--- src/rtl/w_expand_pkg.sv ---
// Shared SHA-256 message-schedule constants, FSM encoding and sigma helpers.
// Imported by the W expander and its next-word combinational block.
package w_expand_pkg;

  localparam int WORD_W     = 32;
  localparam int NUM_ROUNDS = 64;
  localparam int WIN_WORDS  = 16;
  localparam int WARR_S     = WIN_WORDS * WORD_W;
  localparam int IDX_W      = 6;

  typedef enum logic [1:0] {
    ST_IDLE = 2'd0,
    ST_RUN  = 2'd1,
    ST_DONE = 2'd2
  } state_t;

  function automatic logic [WORD_W-1:0] rotr(input logic [WORD_W-1:0] x, input int n);
    return (x >> n) | (x << (WORD_W - n));
  endfunction

  // Lower-case sigma functions of the message schedule.
  function automatic logic [WORD_W-1:0] ssig0(input logic [WORD_W-1:0] x);
    return rotr(x, 7) ^ rotr(x, 18) ^ (x >> 3);
  endfunction

  function automatic logic [WORD_W-1:0] ssig1(input logic [WORD_W-1:0] x);
    return rotr(x, 17) ^ rotr(x, 19) ^ (x >> 10);
  endfunction

endpackage

--- src/rtl/w_sched_next.sv ---
// Next schedule word from the sliding window: s1(w14) + w9 + s0(w1) + w0, mod 2^32.
// Purely combinational; no flow control.
module w_sched_next
  import w_expand_pkg::*;
(
  input  logic [WORD_W-1:0] w0,
  input  logic [WORD_W-1:0] w1,
  input  logic [WORD_W-1:0] w9,
  input  logic [WORD_W-1:0] w14,
  output logic [WORD_W-1:0] w_new
);

  assign w_new = ssig1(w14) + w9 + ssig0(w1) + w0;

endmodule

--- src/rtl/w_expand.sv ---
// Expands a 16-word window into the 64-word SHA-256 schedule, one word per cycle.
// First word one cycle after the accepting en; hold freezes the schedule, en is ignored unless ready.
module w_expand
  import w_expand_pkg::*;
(
  input  logic              clk,
  input  logic              reset,
  input  logic              en,
  input  logic [WARR_S-1:0] W_in,
  input  logic              hold,
  output logic              ready,
  output logic              w_valid,
  output logic [WORD_W-1:0] w_out,
  output logic [IDX_W-1:0]  w_idx,
  output logic              done
);

  state_t             state;
  state_t             state_nxt;
  logic [WORD_W-1:0]  win [WIN_WORDS];
  logic [IDX_W-1:0]   t;
  logic [WORD_W-1:0]  w_new;
  logic               load;
  logic               consume;
  logic               last_word;

  assign load      = (state == ST_IDLE) && en;
  assign consume   = (state == ST_RUN) && !hold;
  assign last_word = (t == IDX_W'(NUM_ROUNDS - 1));

  w_sched_next u_next (
    .w0    (win[0]),
    .w1    (win[1]),
    .w9    (win[9]),
    .w14   (win[14]),
    .w_new (w_new)
  );

  always_comb begin
    state_nxt = state;
    case (state)
      ST_IDLE: if (en) state_nxt = ST_RUN;
      ST_RUN:  if (!hold && last_word) state_nxt = ST_DONE;
      ST_DONE: state_nxt = ST_IDLE;
      default: state_nxt = ST_IDLE;
    endcase
  end

  always_ff @(posedge clk) begin
    if (reset) state <= ST_IDLE;
    else       state <= state_nxt;
  end

  // The word computed on the final consume is shifted in but never presented.
  always_ff @(posedge clk) begin
    if (reset) begin
      for (int i = 0; i < WIN_WORDS; i++) win[i] <= '0;
      t <= '0;
    end else if (load) begin
      for (int i = 0; i < WIN_WORDS; i++)
        win[i] <= W_in[WARR_S-1-i*WORD_W -: WORD_W];
      t <= '0;
    end else if (consume) begin
      for (int i = 0; i < WIN_WORDS-1; i++) win[i] <= win[i+1];
      win[WIN_WORDS-1] <= w_new;
      t <= t + IDX_W'(1);
    end
  end

  assign ready   = (state == ST_IDLE);
  assign w_valid = (state == ST_RUN);
  assign done    = (state == ST_DONE);
  assign w_out   = win[0];
  assign w_idx   = t;

endmodule
--- config.mk ---
export PLATFORM = sky130hd
export DESIGN_NAME = w_expand
export DESIGN_NICKNAME = d
export VERILOG_FILES = /design/src/rtl/w_expand_pkg.sv /design/src/rtl/w_sched_next.sv /design/src/rtl/w_expand.sv
export SDC_FILE = /design/constraint.sdc
export NUM_CORES = 1
export LEC_CHECK = 0
export ABC_AREA = 1
export BUFFER_PORTS_ARGS = -buffer_cell sky130_fd_sc_hd__buf_2
export CAP_MARGIN = 0
export CORE_MARGIN = 5
export CORE_UTILIZATION = 60
export CTS_CLUSTER_SIZE = 10
export DETAILED_ROUTE_END_ITERATION = 8
export PLACE_DENSITY = 0.91
export SYNTH_ARGS = -nofsm -noshare
export SYNTH_HDL_FRONTEND = slang
export SYNTH_SLANG_ARGS = --single-unit
--- constraint.sdc ---
create_clock -name clk -period 17.2 [get_ports clk]
set_clock_uncertainty 0.15 [all_clocks]
set_input_delay 2.58 -clock clk [delete_from_list [all_inputs] [get_ports clk]]
set_output_delay 2.58 -clock clk [all_outputs]
set_load 0.05 [all_outputs]
==> After elaboration in Yosys (flattened, before gate mapping) <==
Memory sizes are Yosys's and may differ from the RTL's.
Cells that the tools add are included.
{ "word_totals": {"regBits": 8, "mem_bits_rw": 512, "in_bits": 516, "n_memories": 1} }
{ "classes": {"addsub": 4, "eq_ne": 5, "muxes": 44, "bitwise": 40, "reduce_logical": 7} }
{ "mem_list": {"columns": ["memory", "depth", "word_bits", "rd", "rd_ports_with_merged_regs", "wr", "line_no", "source"], "rows": [
  ["win", 16, 32, 16, 0, 16, "w_expand.sv:20", "logic [WORD_W-1:0] win [WIN_WORDS];"]
]} }
{ "op_table": {"columns": ["cell", "n"], "rows": [
  ["$mux W32", 32],
  ["$add A32 B32 Y32", 3],
  ["$xor A32 B32 Y32", 2],
  ["$or A1 B1 Y1", 32],
  ["$or A13 B32 Y32", 1],
  ["$or A14 B32 Y32", 1],
  ["$or A15 B32 Y32", 1],
  ["$or A25 B32 Y32", 1],
  ["$xor A32 B22 Y32", 1],
  ["$xor A32 B29 Y32", 1],
  ["$mux W1", 9],
  ["$add A6 B1 Y6 const B", 1],
  ["$eq A6 B6 Y1 const B", 1],
  ["$mux W2", 2],
  ["$pmux W2 S2", 1],
  ["$logic_and A1 B1 Y1", 3],
  ["$eq A2 B1 Y1 const B", 1],
  ["$eq A2 B2 Y1 const B", 1],
  ["$logic_not A2 Y1", 1],
  ["$ne A2 B1 Y1 const B", 1],
  ["$ne A2 B2 Y1 const B", 1],
  ["$reduce_and A2 Y1", 1],
  ["$reduce_or A2 Y1", 1],
  ["$logic_not A1 Y1", 1]
]} }

==> Depth between registers and ports, before layout <==
{ "logic_depth": {"ltp_word": 7, "depth_mapped": 20, "depth_no_buf": 20} }

==> Hierarchy <==
A second synthesis with hierarchy kept.
{ "hier_totals": {"hier_cells": 3099, "area_unflattened_um2": 28308.4} }
{ "by_module_without_submodules": {"columns": ["module", "n_inst", "cells_per_inst", "area_each_um2"], "rows": [
  ["w_expand", 1, 2298, 23143.4],
  ["w_sched_next", 1, 801, 5165.0]
]} }

==> Worst setup path before layout <==
No wires, ideal clock.
{ "synth_timing": {"kind": "input to register", "from": "input reset", "to": "memory win[3][4] (netlist: win[0][100]), enable pin", "setup_time_ps": 1765, "arrival_time_ps": 6862, "required_time_ps": 15285, "setup_slack_ps": 8422, "path_stages": 6, "n_path_buf": 2, "path_cell_list": "inv_1 -> nand2_1 -> inv_2 -> buf_2 -> buf_2 -> nand2_1"} }
{ "synth_lines": {"columns": ["element", "line_no", "source"], "rows": [
  ["start: declaration", "w_expand.sv:7", "input logic reset,"],
  ["end: declaration", "w_expand.sv:20", null]
]} }

==> reports/qor.yml <==
cts:
  htreeDepth: 2
  cts_buffers: 58
  clock_path_buffers: 3
  root_buffer: "clkbuf_16"
  post_cts_resized: 0
  cts.sinks: 520
  postCtsSetupBuffers: 0
  insertion_delay_ns: 0.61
  postCtsHoldBufs: 0
  clk_pin_slew_ns: 0.06
  cts_tree: "done"
sta:
  rsz0062_at_grt: "false"
  setup_viol: 0
  slew_violations: 0
  fin_crit_ns: 6.121
  slew-limit-headroom_pct: 21.30
  worst_pin_slew_ns: 1.181
  holdWs_ns: 0.3581
  finalHoldViolations: 0
  totalNegativeSetupSlack_ns: 0
  max_freq_mhz: 163.4
  min_period_over_period_pct: 35.59
final_layout:
  nNetsFinal: 3800
  drive_gt1_share_pct: 20.13
  register_area_sq_um: 15530
  multi_input_area_sq_um: 9610
  finalInstanceArea_sq_um: 31870
  nFillCells: 3225
  syn_to_final_growth_pct: 15.95
pwr:
  power_mw: 4.819
  combPwrFrac_pct: 42.1
  power_switching_share_pct: 40.83
  p_seq_share_pct: 35.4
  p_per_area_nw_per_um2: 151.2
  power_frac_clock_pct: 22.5
  p_int_mw: 2.852
  irDropWorstVdd_v: 0.0001013
  switchingPower_mw: 1.968
  p_leak_nw: 14.69
routing:
  drt-met1-wl_um: 32290
  met2_length_um: 43190
  wl_met3_um: 12080
  routed.top_layer: "met5"
  drt_iter0_drc: 3484
  drc: 0
  postRouteAntennaNets: 0
  num_vias: 22470
  vias_per_cell: 5.899
  wl_per_cell_um: 24.74
  drt_pass1_iterations: 6
  drt-total-wl_um: 94270
min_path:
  hold_path_class: "flip-flop to flip-flop"
  min_to: "w_idx[3]$_SDFFE_PP0P_"
  min-delay-start: "w_idx[3]$_SDFFE_PP0P_"
  hold_depth: 2
synth:
  synth_nets: 3339
  synth_commonest_cells: "512 x edfxtp_1, 493 x nor2_1, 399 x inv_1, 324 x nand2_1, 267 x o21ai_0"
  synth.ff_latch_count: 520
  synth-async-reset-ratio_pct: 0
  synth.yosys.seq_area_share_pct: 56.51
  synth_enable_flop_cells: 512
  synth.area.top_cells: "edfxtp_1 56%, nor2_1 6.7%, inv_1 5.4%"
  synthesis.instances: 2729
  synth_warnings: 0
  post-synth-top-count-cell: "edfxtp_1"
  synth_top_area_cell: "edfxtp_1"
  synth_top_area_share_pct: 55.93
  syn_area_sq_um: 27490
  syn_area_per_cell_sq_um: 10.07
  synth-main-ff-cell: "edfxtp_1"
  ys_types: 35
die:
  coreArea_sq_um: 45380
  pin_count: 557
  start_util_pct: 60.57
  core.rowCount: 78
  die-area_sq_um: 50200
  fp.dieH_um: 224.0
  fp.dieW_um: 224.0
critical_path:
  critPathCaptureType: "flip-flop"
  crit_slowest_cell: "buf_4"
  critPathBufInv: 5
  r2r_start: "win[0][468]$_DFFE_PP_"
  worstPathRequired_ns: 17.44
  arrival_ns: 6.36
  cp-start-kind: "input pin"
  max_stage_delay_ns: 1.02
  cp_common_cell: "buf_4"
  crit_path_max_fanout: 140
  reg2reg_slack_ns: 12.44
  r2r_end: "win[0][493]$_DFFE_PP_"
  crit_family: "buffers and inverters"
  path_class: "input pin to flip-flop"
  path_cells: "buf_2, inv_1, nand2_8, inv_8, buf_4, buf_4, nand2_1, o21ai_0"
  r2r_cells: 18
global_routing:
  grt_pass1_wl_um: 132300
  grt_start_max_net_pins: 141
  overflow: 0
  grt_usage_pct: 35.87
  grt_antenna_before_repair: 11
  first_global_vias: 21380
run:
  max_cap_violations: 0
placed_design:
  dpl.hpwl_um: 70130
  portBuffers: 556
  gp_congestion: 1.008
  place_area_sq_um: 30290
outcome:
  status: "complete, no violations"
-- power groups by stage --
stage          clock, mW  combinational [mW]  sequential [mW]
3_3_place_gp           0                1.94             1.72
2_1_floorplan          0                1.34             1.68
5_1_grt             1.14                2.23             1.71
6_report            1.09                2.03             1.71
3_5_place_dp           0                1.95             1.72
4_1_cts             1.09                1.98             1.70
-- worst min-delay path, stage by stage, from the launching register on --
cell and delay (ns):
dfxtp_1 0.33, nand2_1 0.07, a21oi_1 0.05
-- cell usage in the layout, fill, tap and decap left out, drive strengths merged, types with 2 or more instances in the layout --
master,count
buf,569
edfxtp,512
nor2,495
inv,403
nand2,326
o21ai,279
a22o,159
clkbuf,70
xor2,66
fa,62
o22ai,57
xnor2,55
nand3,43
ha,32
a21oi,31
dfxtp,8
nor3,7
nand4,7
diode,6
o21bai,5
nand3b,5
or2,4
a21o,2
a32o,2
clkinv,2
-- flip-flops by register name, indices dropped and copies added (netlist names) --
signal	count
win	512
state	2
w_idx	6
-- final cells by class --
cell class	count	share of cell area, %
well taps	600	2.355
repair buffers	569	9.037
flip-flops and latches	520	48.74
multi-input cells	1640	30.15
clock buffers	70	4.793
diodes	6	0.04711
clock inverters	4	0.1138
inverters	401	4.762
-- cell families (layout without fill, tap and decap cells) --
family | Yosys count | in the layout | synth area share (%)
AO/OA/AOI/OAI | 535 | 535 | 12.27
flip-flops | 520 | 520 | 56.51
XOR/XNOR | 121 | 121 | 3.855
AND/OR/NAND/NOR | 890 | 890 | 12.65
other | 0 | 6 | 0
adder cells (fa/ha/maj) | 94 | 94 | 5.972
buffers and inverters | 569 | 1044 | 8.735
-- through the flow --
stage	instances	utilization, %	setup slack (ns)
final	3810	70.23	11.08
after global routing	3809	70.23	10.81
after CTS	3804	70.20	11.17
after detailed placement	3730	66.75	10.55
after global placement	3730	66.75	10.62
after floorplan	2729	-	8.422
-- how the worst max path moves through the flow --
stage,startpoint,endpoint,slack (ns),cells after the start
final,reset,win[0][314]$_DFFE_PP_,11.08,8
after global routing,reset,win[0][501]$_DFFE_PP_,10.81,8
after CTS,reset,win[0][314]$_DFFE_PP_,11.17,8
after detailed placement,reset,win[0][501]$_DFFE_PP_,10.55,8
after global placement,reset,win[0][484]$_DFFE_PP_,10.62,7
after floorplan,reset,win[0][100]$_SDFFCE_PN0P_,8.42,6
-- per-layer routing --
layer,global-route usage (%),vias up
li1,-,9976
met1,46.14,10440
met5,0,-
met2,56.81,1738
met4,19.64,10
met3,8.479,312
Note: power is estimated with default switching activity, not from simulation.
